File: src/rtl/chart_sequencer_pkg.sv
// Shared chart/record types for the rhythm-game storage managers, plus the
// sequencer state encoding and small helpers used by chart_sequencer.
package chart_sequencer_pkg;

  localparam logic [7:0] CHARTS_MAX = 8'd4;
  localparam int         NOTES_MAX  = 16;
  localparam int         NOTE_IDX_W = $clog2(NOTES_MAX);
  localparam int         SCORE_W    = 16;

  typedef logic [8:0] Notes;

  localparam Notes NOTE_NONE = 9'b0;

  typedef struct packed {
    logic [31:0] name;
    logic [7:0]  note_cnt;
  } ChartInfo;

  typedef struct packed {
    ChartInfo                   info;
    Notes [NOTES_MAX-1:0]       notes;
  } Chart;

  typedef struct packed {
    logic [7:0]         user_id;
    logic [31:0]        name;
    logic [SCORE_W-1:0] score;
  } PlayRecord;

  typedef enum logic [2:0] {
    ST_IDLE,
    ST_REQ,
    ST_WAIT,
    ST_PLAY,
    ST_WRITE,
    ST_DONE
  } seq_state_t;

  // Indices past the stored note array read as silence rather than X.
  function automatic Notes note_at(input Chart c, input logic [8:0] idx);
    if (idx < 9'(NOTES_MAX)) return c.notes[idx[NOTE_IDX_W-1:0]];
    return NOTE_NONE;
  endfunction

  function automatic logic [SCORE_W-1:0] sat_add(input logic [SCORE_W-1:0] a,
                                                 input logic [SCORE_W-1:0] b);
    logic [SCORE_W:0] sum;
    sum = {1'b0, a} + {1'b0, b};
    return sum[SCORE_W] ? '1 : sum[SCORE_W-1:0];
  endfunction

endpackage

File: src/rtl/chart_sequencer_step.sv
// step_timer: free-running divider producing a one-cycle step_end pulse every
// TICK_DIV enabled cycles; a synchronous clear restarts the step.
module step_timer #(
  parameter int TICK_DIV = 12_500_000
) (
  input  logic clk,
  input  logic sys_rst_n,
  input  logic en,
  input  logic clr,
  output logic step_end
);

  localparam int              CNT_W = (TICK_DIV > 1) ? $clog2(TICK_DIV) : 1;
  localparam logic [CNT_W-1:0] LAST = CNT_W'(TICK_DIV - 1);

  logic [CNT_W-1:0] cnt;

  assign step_end = en && (cnt == LAST);

  // NOTE: clocked state uses non-blocking (<=) so every flop samples pre-edge values.
  always_ff @(posedge clk or negedge sys_rst_n) begin
    if (!sys_rst_n)    cnt <= '0;
    else if (clr)      cnt <= '0;
    else if (en)       cnt <= step_end ? '0 : cnt + CNT_W'(1);
  end

endmodule

File: src/rtl/chart_sequencer.sv
// chart_sequencer: fetches one chart, steps its notes at a fixed tick rate,
// scores key hits and writes a single PlayRecord when the chart ends.
module chart_sequencer
  import chart_sequencer_pkg::*;
#(
  parameter int TICK_DIV = 12_500_000,
  parameter int HIT_PTS  = 10
) (
  input  logic               clk,
  input  logic               sys_rst_n,
  input  logic               start,
  input  logic               abort,
  input  logic [7:0]         chart_sel,
  input  logic [7:0]         user_id,
  input  logic [7:0]         rec_slot,
  input  Notes               keys,
  output logic [7:0]         read_chart_id,
  input  Chart               current_chart_data,
  output logic [7:0]         write_record_id,
  output PlayRecord          new_record_data,
  output Notes               cur_note,
  output Notes               next_note,
  output logic [7:0]         note_idx,
  output logic [SCORE_W-1:0] score,
  output logic               busy,
  output logic               done
);

  localparam logic [SCORE_W-1:0] HIT_INC = SCORE_W'(HIT_PTS);

  seq_state_t         state, state_nxt;
  logic [7:0]         sel_q, user_q, slot_q;
  logic [7:0]         note_cnt;
  logic [8:0]         idx_p1;
  logic               hit_q, hit_now, step_end, start_ok, last_step, play;
  logic [SCORE_W-1:0] score_step;

  assign note_cnt   = current_chart_data.info.note_cnt;
  assign start_ok   = start && (chart_sel != 8'd0) && (chart_sel <= CHARTS_MAX);
  assign play       = (state == ST_PLAY);
  assign last_step  = (note_idx == note_cnt - 8'd1);
  assign idx_p1     = {1'b0, note_idx} + 9'd1;
  assign hit_now    = play && (keys == cur_note) && (cur_note != NOTE_NONE);
  // A hit in the step's final cycle still belongs to that step.
  assign score_step = (step_end && (hit_q || hit_now)) ? sat_add(score, HIT_INC) : score;

  step_timer #(.TICK_DIV(TICK_DIV)) u_step_timer (
    .clk       (clk),
    .sys_rst_n (sys_rst_n),
    .en        (play),
    .clr       (!play),
    .step_end  (step_end)
  );

  always_ff @(posedge clk or negedge sys_rst_n) begin
    if (!sys_rst_n) state <= ST_IDLE;
    else            state <= state_nxt;
  end

  // NOTE: every always_comb output gets a default first so no path infers a latch.
  always_comb begin
    state_nxt = state;
    unique case (state)
      ST_IDLE:  if (start_ok) state_nxt = ST_REQ;
      ST_REQ:   state_nxt = ST_WAIT;
      ST_WAIT:  state_nxt = (note_cnt == 8'd0) ? ST_WRITE : ST_PLAY;
      ST_PLAY:  if (step_end && last_step) state_nxt = ST_WRITE;
      ST_WRITE: state_nxt = ST_DONE;
      ST_DONE:  state_nxt = ST_IDLE;
      default:  state_nxt = ST_IDLE;
    endcase
    if (abort && state != ST_IDLE) state_nxt = ST_IDLE;
  end

  // Abort gates the write strobe and done in the same cycle so a late abort
  // never lets the record manager commit.
  always_comb begin
    busy            = (state != ST_IDLE);
    read_chart_id   = 8'd0;
    write_record_id = 8'd0;
    done            = 1'b0;
    cur_note        = NOTE_NONE;
    next_note       = NOTE_NONE;
    if (state == ST_REQ)             read_chart_id   = sel_q;
    if (state == ST_WRITE && !abort) write_record_id = slot_q;
    if (state == ST_DONE && !abort)  done            = 1'b1;
    if (play) begin
      cur_note = note_at(current_chart_data, {1'b0, note_idx});
      if (idx_p1 < {1'b0, note_cnt}) next_note = note_at(current_chart_data, idx_p1);
    end
  end

  always_ff @(posedge clk or negedge sys_rst_n) begin
    if (!sys_rst_n) begin
      sel_q           <= 8'd0;
      user_q          <= 8'd0;
      slot_q          <= 8'd0;
      note_idx        <= 8'd0;
      score           <= '0;
      hit_q           <= 1'b0;
      new_record_data <= '0;
    end else if (state == ST_IDLE) begin
      if (start_ok) begin
        sel_q    <= chart_sel;
        user_q   <= user_id;
        slot_q   <= rec_slot;
        note_idx <= 8'd0;
        score    <= '0;
        hit_q    <= 1'b0;
      end
    end else if (abort) begin
      note_idx <= 8'd0;
      score    <= '0;
      hit_q    <= 1'b0;
    end else begin
      if (play) begin
        score <= score_step;
        hit_q <= step_end ? 1'b0 : (hit_q | hit_now);
        if (step_end && !last_step) note_idx <= note_idx + 8'd1;
      end
      // Capture on entry to WRITE so the record is already stable in that cycle.
      if (state_nxt == ST_WRITE && state != ST_WRITE)
        new_record_data <= '{user_id: user_q,
                             name:    current_chart_data.info.name,
                             score:   score_step};
    end
  end

endmodule

File: config.mk
export PLATFORM = sky130hd
export DESIGN_NAME = chart_sequencer
export DESIGN_NICKNAME = d
export VERILOG_FILES = /design/src/rtl/chart_sequencer_pkg.sv /design/src/rtl/chart_sequencer_step.sv /design/src/rtl/chart_sequencer.sv
export SDC_FILE = /design/constraint.sdc
export NUM_CORES = 1
export LEC_CHECK = 0
export ABC_CLOCK_PERIOD_IN_PS = 5700
export CAP_MARGIN = 20
export CORE_ASPECT_RATIO = 2
export CORE_UTILIZATION = 46
export CTS_CLUSTER_DIAMETER = 200
export DETAILED_ROUTE_END_ITERATION = 7
export GPL_TIMING_DRIVEN = 0
export PLACE_DENSITY_LB_ADDON = 0.2
export SKIP_LAST_GASP = 1
export SYNTH_ARGS = -nofsm -noshare
export SYNTH_HDL_FRONTEND = slang
export SYNTH_SLANG_ARGS = --single-unit
File: constraint.sdc
create_clock -name clk -period 5.7 [get_ports clk]
set_input_delay 1.425 -clock clk [delete_from_list [all_inputs] [get_ports clk]]
set_output_delay 1.425 -clock clk [all_outputs]
set_load 0.02 [all_outputs]
==> results_dict.tcl, run 1 <==
set metrics [dict create \
    fin_skew_ns 0.00627 \
    yosysSeqAreaShare 0.360 \
    synth_area_leader_cell "dfrtp_1" \
    drive_above_1_share 0.144 \
    detail-route-antenna-nets 0 \
    cp_slowest_cell "clkdlybuf4s50_1" \
    vias_per_cell 5.81 \
    cts_buffer_depth 2 \
    holdBufCountCts 0 \
    gr-total-overflow 0 \
    n_antenna_cell 0 \
    synth_top_area_frac 0.360 \
    cp_common_cell "o21a_1" \
    fin_cells 1544 \
    worstSetupPathType "in2out" \
    min_from "new_record_data[16]$_DFFE_PN0P_" \
    drc 0 \
    gp_congestion 1.05 \
    async_reset_ff_frac 1.00 \
    dieArea_sq_mm 0.0206 \
    num_rows 72 \
    ios 337 \
    hold_viol 0 \
    powerDensity_mw_per_mm2 208 \
    syn_avg_cell_area_sq_um 10.0 \
    ys.warnings.count 0 \
    netlist_area_sq_mm 0.00918 \
    first_iter_violations 437 \
    grtUsageTotal 0.344 \
    syn_inst 915 \
    slew-limit-headroom 0.321 \
    cp_max_fo 9 \
    reg2reg_depth 12 \
    maxCapViolCount 0 \
    critPathLaunchType "input port" \
    vdd_drop_max_mv 0.334 \
    first_pass_iters 4 \
    area_delta_synth_final_pct 47.7 \
    grt_pass1_vias 9545 \
    cts_made_buffers 17 \
    layout_setup_ws_ns 0.0899 \
    num_vias 8977 \
    critPathArrivalTime_ns 4.19 \
    die_y_um 202 \
    grt_pass1_wl_mm 52.0 \
    clk_latency_ns 0.42 \
    holdWs_ns 0.470 \
    synth_edf_count 0 \
    hp-class "reg2reg" \
    regToRegSetupSlack_ns 1.44 \
    critPathMaxStageDelay_ns 0.53 \
    post-synth-top-count-cell "nand2_1" \
    grt_max_degree 96 \
    hold_depth 2 \
    synth_cell_types 65 \
    drv_slew 0 \
    synth_common_cells "186 x nand2_1, 132 x dfrtp_1, 73 x mux4_2" \
    ys_ff_latch 132 \
    rr_endpoint "score[5]$_DFFE_PN0P_" \
    finalCriticalPeriod_ns 5.61 \
    syn_nets 1149 \
    max_freq_mhz 178 \
    synth_ff_type "dfrtp_1" \
    htree_num_levels 4 \
    rsz0062_at_grt "yes" \
    root_buffer "clkbuf_16" \
    worstMarginPinSlew_ns 1.02 \
    place_area_sq_mm 0.0129 \
    dpl.cell_count 1511 \
    fin_crit_sh 0.984 \
    clk_pin_slew_ns 0.05 \
    cts_tree "yes" \
    crit_chain "clkdlybuf4s50_1 > inv_1 > ha_1 > nor2b_1 > o21a_1 > o21a_1 > o21a_1 > o21a_1 > o21a_1 > o21ai_1 > nand3_2 > buf_12 > nor2b_1 > clkdlybuf4s15_1" \
    wl_per_cell_um 22.0 \
    fin_area_sq_mm 0.0136 \
    die_w_um 102 \
    p_leak_nw 5.55 \
    hold_end "new_record_data[16]$_DFFE_PN0P_" \
    fin_nets 1506 \
    setup_viol_count_final 0 \
    crit_required_ns 4.28 \
    cts.sinks 132 \
    synthTopCellsByArea "dfrtp_1 36%, mux4_2 18%, nand2_1 7.6%, mux2i_1 3.6%, mux2_2 2.8%" \
    fillCellCount 1555 \
    design.core.area_sq_mm 0.0195 \
    initial_core_util 0.472 \
    port_buffers 336 \
    drt_wl_total_mm 34.0 \
    dp_hpwl_mm 26.2 \
    antenna_found_initial 0 \
    endpoint_kind "output pin" \
    post-place-ws_ns -1.37 \
    r2r-start "note_idx[1]$_DFFE_PN0P_" \
    status "complete, no violations" \
]
==> per-layer routing <==
| metal | routed length [um] | GRT usage | up-vias |
|---|---|---|---|
| met3 | 3470 | 0.119 | 139 |
| met5 | 0 | 0 | - |
| met1 | 10100 | 0.308 | 4332 |
| met2 | 17800 | 0.611 | 467 |
| li1 | - | - | 4039 |
| met4 | 2560 | 0.260 | 0 |
==> cell usage in the layout (no fill, tap or decap), types with 19 or more instances in the layout <==
cell type        instances
nand3_1                 37
dfrtp_1                132
clkbuf_1                24
a21oi_1                 19
nand2_1                186
mux2_2                  23
xor2_1                  20
clkdlybuf4s50_1        326
and2_1                  27
mux4_2                  73
xnor2_1                 27
mux2i_1                 33
nor2_1                  61
==> worst max-delay path, delay by kind of cell <==
family                     cells  cell delay, ns
buffers and inverters          4            1.13
AOI/OAI and AO/OA              6            0.97
and+or+nand+nor                3            0.37
adders and majority gates      1            0.29
==> what timing repair did <==
| action | CTS | global route |
|---|---|---|
| endpoints found under the setup margin | 9 | 9 |
| resized for setup | 20 | 21 |
| buffers inserted | 2 | 0 |
==> metrics by stage <==
stage | util | setup TNS, ns | power (mW)
final | 0.697 | 0 | 2.82
after global routing | 0.697 | -0.0650 | 2.91
after CTS | 0.698 | -0.0114 | 2.82
after detailed placement | 0.663 | -11.96 | 1.63
after global placement | 0.661 | -282.78 | 1.62
after floorplan | - | 0 | 1.33
==> how the worst max path moves through the flow <==
| stage | endpoint | start | slack (ns) |
|---|---|---|---|
| 2_1_floorplan | next_note[0] | note_idx[2]$_DFFE_PN0P_ | 0.44 |
| 3_3_place_gp | new_record_data[7]$_DFFE_PN0P_ | sys_rst_n | -2.08 |
| 3_5_place_dp | next_note[4] | note_idx[2]$_DFFE_PN0P_ | -1.37 |
| 4_1_cts | next_note[4] | current_chart_data[145] | -0.01 |
| 5_1_grt | next_note[3] | current_chart_data[145] | -0.06 |
| 6_report | next_note[3] | current_chart_data[145] | 0.09 |
==> cells by family (layout without fill, tap and decap cells) <==
family,after synthesis,count (layout),share of synthesized area
compound gates,106,106,0.0803
xor+xnor,47,47,0.0448
fa+ha+maj,13,13,0.0177
buf+inv,74,444,0.0378
flops,132,132,0.360
mux,129,129,0.243
simple gates,414,414,0.216
==> layout make-up <==
class / count / area (sq um) / area share
buffer: 53 / 293 / 0.0216
clock buffer: 18 / 439 / 0.0324
clock inverter: 14 / 199 / 0.0147
inverter: 19 / 71.3 / 0.00526
multi-input combinational: 709 / 5530 / 0.408
sequential: 132 / 3300 / 0.244
tap: 259 / 324 / 0.0239
timing repair buffer: 340 / 3390 / 0.250
==> sequential cells by signal, indices dropped and copies added (netlist names) <==
signal            cells
sel_q                 8
u_step_timer.cnt     24
note_idx              8
hit_q                 1
state                 3
new_record_data      56
user_q                8
slot_q                8
score                16
==> where the power goes <==
group | total, mW | internal [mW] | leakage, nW | switching, mW
clock | 1.18 | 0.750 | 0.312 | 0.431
combinational | 0.662 | 0.368 | 3.41 | 0.294
sequential | 0.978 | 0.962 | 1.83 | 0.0160
total | 2.82 | 2.08 | 5.55 | 0.740
Power figures use the tool's default switching activity.
==> run 2: changes to the inputs <==
--- a/config.mk
+++ b/config.mk
@@ -5,10 +5,10 @@
 export SDC_FILE = /design/constraint.sdc
 export NUM_CORES = 1
 export LEC_CHECK = 0
-export ABC_CLOCK_PERIOD_IN_PS = 5700
+export ABC_CLOCK_PERIOD_IN_PS = 6500
 export CAP_MARGIN = 20
 export CORE_ASPECT_RATIO = 2
-export CORE_UTILIZATION = 46
+export CORE_UTILIZATION = 49
 export CTS_CLUSTER_DIAMETER = 200
 export DETAILED_ROUTE_END_ITERATION = 7
 export GPL_TIMING_DRIVEN = 0
==> constraint.sdc (replaced) <==
create_clock -name clk -period 6.5 [get_ports clk]
set_input_delay 1.625 -clock clk [delete_from_list [all_inputs] [get_ports clk]]
set_output_delay 1.625 -clock clk [all_outputs]
set_load 0.02 [all_outputs]
==> results_dict.tcl, run 2 (synthesized netlist as in run 1, its figures left out) <==
set metrics [dict create \
    worstMarginPinSlew_ns 1.25 \
    gr-total-overflow 0 \
    drt_wl_total_mm 33.5 \
    finish.utilization 0.737 \
    reg_top3 "new_record_data: 56 flops, u_step_timer.cnt: 24 flops, score: 16 flops" \
    grt_pass1_wl_mm 50.4 \
    largest-register "new_record_data" \
    holdBufCountCts 0 \
    htree_num_levels 4 \
    initial_core_util 0.501 \
    finalPower_mw 2.39 \
    die_y_um 196 \
    gp_congestion 1.03 \
    fin_skew_ns 0.00771 \
    grt_max_degree 75 \
    critPathLaunch "current_chart_data[145]" \
    critical_path_buf_inv_count 3 \
    dpl.cell_count 1468 \
    grt.met3_usage 0.102 \
    cts_made_buffers 17 \
    use_met2 0.648 \
    area_delta_synth_final_pct 46.9 \
    drc 0 \
    first_pass_iters 5 \
    worstSetupPathType "in2out" \
    r2r-start "note_idx[1]$_DFFE_PN0P_" \
    ios 337 \
    cts_setup_buffers 0 \
    num_rows 70 \
    met1_usage 0.313 \
    fillCellCount 1372 \
    final_cell_mix "327 x clkdlybuf4s50_1, 186 x nand2_1, 132 x dfrtp_1, 73 x mux4_2, 61 x nor2_1" \
    fin_cells 1497 \
    n_antenna_cell 0 \
    grt_pass1_vias 9529 \
    largest_reg_flops 56 \
    drive_above_1_share 0.132 \
    layout_commonest_cell "clkdlybuf4s50_1" \
    hold_viol 0 \
    cts_buffer_depth 2 \
    vdd_drop_max_mv 0.262 \
    root_buffer "clkbuf_16" \
    endpoint_kind "output pin" \
    port_buffers 336 \
    critPathMaxStageDelay_ns 0.62 \
    wl_per_cell_um 22.4 \
    worst-path-stages 13 \
    dieArea_sq_mm 0.0193 \
    reg2reg_depth 12 \
    rsz0062_at_grt "yes" \
    max_freq_mhz 155 \
    critPathArrivalTime_ns 4.82 \
    num_vias 9002 \
    p_leak_nw 5.62 \
    regToRegSetupSlack_ns 2.40 \
    setup_viol_count_final 0 \
    cp_max_fo 5 \
    multi_input_area_sq_mm 0.00556 \
    maxCapViolCount 0 \
    cts_tree "yes" \
    cp_common_cell "o21a_1" \
    dp_hpwl_mm 26.0 \
    drv_slew 0 \
    status "complete, no violations" \
    cts.sinks 132 \
    slew-limit-headroom 0.160 \
    antenna_found_initial 0 \
    design.core.area_sq_mm 0.0183 \
    grt.busiest_layer "met2" \
    rr_endpoint "score[5]$_DFFE_PN0P_" \
    crit_end "next_note[0]" \
    finalCriticalPeriod_ns 6.44 \
    critPathLaunchType "input port" \
    clk_latency_ns 0.42 \
    grtUsageTotal 0.348 \
    seqCellArea_sq_mm 0.00330 \
    first_iter_violations 499 \
    cp_slowest_cell "clkdlybuf4s50_1" \
    fin_crit_sh 0.992 \
    hp-class "reg2reg" \
    vias_per_cell 6.01 \
    crit_required_ns 4.88 \
    fin_nets 1504 \
    die_w_um 98.8 \
    powerDensity_mw_per_mm2 177 \
    crit_family "buffers and inverters" \
    detail-route-antenna-nets 0 \
    crit_chain "clkdlybuf4s50_1 > inv_1 > ha_1 > nor2b_1 > o21a_1 > o21a_1 > o21a_1 > o21a_1 > o21a_1 > o21ai_4 > nand3_4 > nor2b_1 > clkdlybuf4s50_1" \
    clk_pin_slew_ns 0.05 \
]
==> run 2: cell types whose count changed in the layout (fill, tap and decap cells not counted), moves of 2 or more <==
cell,change
clkbuf_2,-9
inv_6,-4
clkinvlp_4,+2
dlymetal6s2s_1,+8
clkinv_4,-2
clkbuf_1,+4
==> run 2: repair_timing <==
action / CTS / global route
resized for setup: 8 / 13
gates cloned: 0 / 1
pin swaps: 0 / 0
setup endpoints to repair: 9 / 9
==> run 2: metrics by stage <==
stage | setup slack (ns) | TNS, ns | hold WS [ns] | cell area, sq um
2_1_floorplan | 1.04 | 0 | 0.433 | 9180
3_3_place_gp | -1.46 | -196.63 | 0.445 | 12800
3_5_place_dp | -0.669 | -5.87 | 0.451 | 12800
4_1_cts | 0.00726 | 0 | 0.472 | 13400
5_1_grt | -0.0565 | -0.0565 | 0.490 | 13500
6_report | 0.0550 | 0 | 0.470 | 13500
==> run 2: final cells by class <==
cell class | count | share of cell area
plain buffers | 53 | 0.0211
clock buffers | 21 | 0.0334
clock inverters | 9 | 0.00974
inverters | 19 | 0.00529
multi-input cells | 710 | 0.413
flip-flops and latches | 132 | 0.245
well taps | 216 | 0.0200
repair buffers | 337 | 0.253
==> run 2: power breakdown <==
group	leakage, nW	internal (mW)	switching (mW)
Sequential	1.83	0.844	0.0137
Clock	0.275	0.608	0.354
Combinational	3.52	0.319	0.249
Total	5.62	1.77	0.617
==> run 2: how the worst min path moves through the flow <==
| stage | startpoint | cells after the start | end |
|---|---|---|---|
| 2_1_floorplan | user_q[0]$_DFFE_PN0P_ | 2 | new_record_data[48]$_DFFE_PN0P_ |
| 3_3_place_gp | user_q[2]$_DFFE_PN0P_ | 2 | new_record_data[50]$_DFFE_PN0P_ |
| 3_5_place_dp | user_q[6]$_DFFE_PN0P_ | 2 | new_record_data[54]$_DFFE_PN0P_ |
| 4_1_cts | user_q[5]$_DFFE_PN0P_ | 2 | new_record_data[53]$_DFFE_PN0P_ |
| 5_1_grt | new_record_data[30]$_DFFE_PN0P_ | 2 | new_record_data[30]$_DFFE_PN0P_ |
| 6_report | user_q[1]$_DFFE_PN0P_ | 2 | new_record_data[49]$_DFFE_PN0P_ |
==> run 2: metal layers <==
layer  vias to the layer above  routed length, um
met2                       506              18200
li1                       4041                  -
met1                      4334              10200
met5                         -                  0
met3                       121               2860
met4                         0               2260
==> run 2: worst register-to-register path: stages, from the launching register on <==
cell and delay [ns]:
dfrtp_1 0.41, buf_6 0.22, buf_6 0.22, buf_8 0.20, mux4_2 0.53, mux2i_1 0.46
nand3_1 0.14, o41ai_1 0.34, a21oi_1 0.18, a41oi_1 0.55, buf_2 0.38, nor2_1 0.09
a311oi_1 0.27
==> run 3: changes to the inputs <==
--- a/config.mk
+++ b/config.mk
@@ -5,14 +5,14 @@
 export SDC_FILE = /design/constraint.sdc
 export NUM_CORES = 1
 export LEC_CHECK = 0
-export ABC_CLOCK_PERIOD_IN_PS = 6500
+export ABC_AREA = 1
 export CAP_MARGIN = 20
 export CORE_ASPECT_RATIO = 2
-export CORE_UTILIZATION = 49
+export CORE_UTILIZATION = 51
 export CTS_CLUSTER_DIAMETER = 200
 export DETAILED_ROUTE_END_ITERATION = 7
 export GPL_TIMING_DRIVEN = 0
-export PLACE_DENSITY_LB_ADDON = 0.2
+export PLACE_DENSITY = 0.88
 export SKIP_LAST_GASP = 1
 export SYNTH_ARGS = -nofsm -noshare
 export SYNTH_HDL_FRONTEND = slang
==> results_dict.tcl, run 3 <==
set metrics [dict create \
    reg2reg_depth 16 \
    endpoint_kind "output pin" \
    die_w_um 101 \
    drc 0 \
    fin_nets 2197 \
    setup_viol_count_final 0 \
    hold_viol 0 \
    grt_pass1_wl_mm 73.0 \
    initial_core_util 0.520 \
    synth_edf_count 0 \
    gr-total-overflow 0 \
    worstSetupPathType "reg2out" \
    largest-register "new_record_data" \
    num_rows 72 \
    post-place-ws_ns -0.144 \
    gp_congestion 1.10 \
    regToRegSetupSlack_ns 2.91 \
    critPathLaunchType "flop" \
    r2r-start "note_idx[1]$_DFFE_PN0P_" \
    dieArea_sq_mm 0.0204 \
    dr_wl_met3_mm 5.07 \
    synth_area_leader_cell "dfrtp_1" \
    first_pass_iters 8 \
    htree_num_levels 4 \
    clk_pin_slew_ns 0.05 \
    p_leak_nw 7.40 \
    hold_end "sel_q[7]$_DFFE_PN0P_" \
    area_delta_synth_final_pct 44.3 \
    finalCriticalPeriod_ns 6.37 \
    worstMarginPinSlew_ns 1.03 \
    drt_wl_total_mm 49.2 \
    status "complete, no violations" \
    seqCellArea_sq_mm 0.00330 \
    vias_per_cell 5.99 \
    reg_top3 "new_record_data: 56 flops, u_step_timer.cnt: 24 flops, score: 16 flops" \
    final_cell_mix "391 x nand2_1, 328 x clkdlybuf4s50_1, 301 x inv_1, 165 x nand3_1, 154 x o21ai_0" \
    wl_per_cell_um 22.1 \
    cts_tree "yes" \
    ys_ff_latch 132 \
    max_freq_mhz 157 \
    multi_input_area_sq_mm 0.00527 \
    top_layer "met5" \
    finish.utilization 0.750 \
    fin_crit_sh 0.981 \
    clk_latency_ns 0.48 \
    syn_avg_cell_area_sq_um 6.31 \
    synth_top_area_frac 0.328 \
    antenna_found_initial 1 \
    grtUsageTotal 0.486 \
    netlist_area_sq_mm 0.0101 \
    cts_buffer_depth 3 \
    hp-class "reg2reg" \
    layout_setup_ws_ns 0.126 \
    layout_commonest_cell "nand2_1" \
    wl_met2_mm 23.9 \
    die_y_um 201 \
    detail-route-antenna-nets 0 \
    post-synth-top-count-cell "nand2_1" \
    yosysSeqAreaShare 0.328 \
    dpl.cell_count 2194 \
    rsz0062_at_grt "no" \
    cts_made_buffers 25 \
    fillCellCount 1445 \
    synthTopCellsByArea "dfrtp_1 33%, nand2_1 15%, inv_1 11%, nand3_1 8.2%, o21ai_0 7.6%" \
    finalSetupTns_ns 0 \
    ys.warnings.count 0 \
    first_iter_violations 1059 \
    hold_depth 2 \
    synth_ff_type "dfrtp_1" \
    finalPower_mw 4.18 \
    grt_pass1_vias 13600 \
    grt_max_degree 90 \
    syn_nets 1832 \
    holdWs_ns 0.501 \
    ios 337 \
    synth_cell_types 44 \
    port_buffers 336 \
    slew-limit-headroom 0.306 \
    fin_cells 2228 \
    num_vias 13300 \
    critPathArrivalTime_ns 4.75 \
    drive_above_1_share 0.0467 \
    design.core.area_sq_mm 0.0194 \
    cts.sinks 132 \
    crit_required_ns 4.88 \
    met1_length_mm 14.5 \
    root_buffer "clkbuf_16" \
    drv_slew 0 \
    dp_hpwl_mm 35.9 \
    async_reset_ff_frac 1.00 \
    synth_common_cells "391 x nand2_1, 301 x inv_1, 165 x nand3_1" \
    min_from "sel_q[7]$_DFFE_PN0P_" \
    maxCapViolCount 0 \
    vdd_drop_max_mv 0.193 \
    fin_area_sq_mm 0.0145 \
    rr_endpoint "score[14]$_DFFE_PN0P_" \
    fin_skew_ns 0.0132 \
    cp_max_fo 10 \
    syn_inst 1598 \
    largest_reg_flops 56 \
    place_area_sq_mm 0.0138 \
    powerDensity_mw_per_mm2 288 \
]
## run 3: logic make-up (layout without fill, tap and decap cells)
group | count (synthesis) | in the layout | share of synthesized area
simple gates | 729 | 729 | 0.309
flops | 132 | 132 | 0.328
fa+ha+maj | 13 | 13 | 0.0161
compound gates | 313 | 313 | 0.175
buf+inv | 388 | 758 | 0.151
other cells | 0 | 1 | 0
xor+xnor | 23 | 23 | 0.0200
## run 3: report_power, final
part / internal [mW] / switching, mW / leakage [nW]
clock: 0.718 / 0.379 / 0.337
combinational: 0.685 / 1.42 / 5.32
sequential: 0.916 / 0.0662 / 1.74
total: 2.32 / 1.87 / 7.40
## run 3: how the worst max path moves through the flow
stage                     depth (start not counted)                              to                    start  slack, ns
final                                             8                    next_note[1]  note_idx[1]$_DFFE_PN0P_       0.13
after detailed placement                         12                    next_note[0]  current_chart_data[146]      -0.14
after floorplan                                  10                    next_note[0]  current_chart_data[146]       1.34
after global routing                             13                    next_note[1]  current_chart_data[146]      0.005
after global placement                            1  new_record_data[6]$_DFFE_PN0P_                sys_rst_n      -1.14
after CTS                                         8                    next_note[5]  note_idx[0]$_DFFE_PN0P_       0.12
## run 3: metal layers
metal  global-route usage  vias to the layer above
met5                    0                        -
met4                0.497                        2
met3                0.144                      385
met2                0.834                     1117
met1                0.421                     5982
li1                     -                     5859
## run 3: area by class of cell
cell class / instances / area share
antenna: 1 / 0.000172
inverter: 309 / 0.0801
buffer: 79 / 0.0253
multi-input combinational: 1078 / 0.363
tap: 259 / 0.0223
sequential: 132 / 0.227
clock inverter: 1 / 0.000344
timing repair buffer: 338 / 0.235
clock buffer: 31 / 0.0467
## run 3: what timing repair did
| item | CTS | global route |
|---|---|---|
| gates resized for setup | 4 | 11 |
| setup buffers | 1 | 0 |
| setup endpoints to repair | 9 | 9 |
| pin swaps | 1 | 0 |
| hold buffers | 0 | 0 |
## run 3: worst max-delay path: stages (launching register included)
cell and delay [ns]:
dfrtp_1 0.51, ha_1 0.37, clkbuf_1 0.56, clkinv_1 0.56, clkbuf_1 0.44, a221oi_1 0.63, a311oi_1 0.14, nor4_1 0.38
clkdlybuf4s50_1 0.68
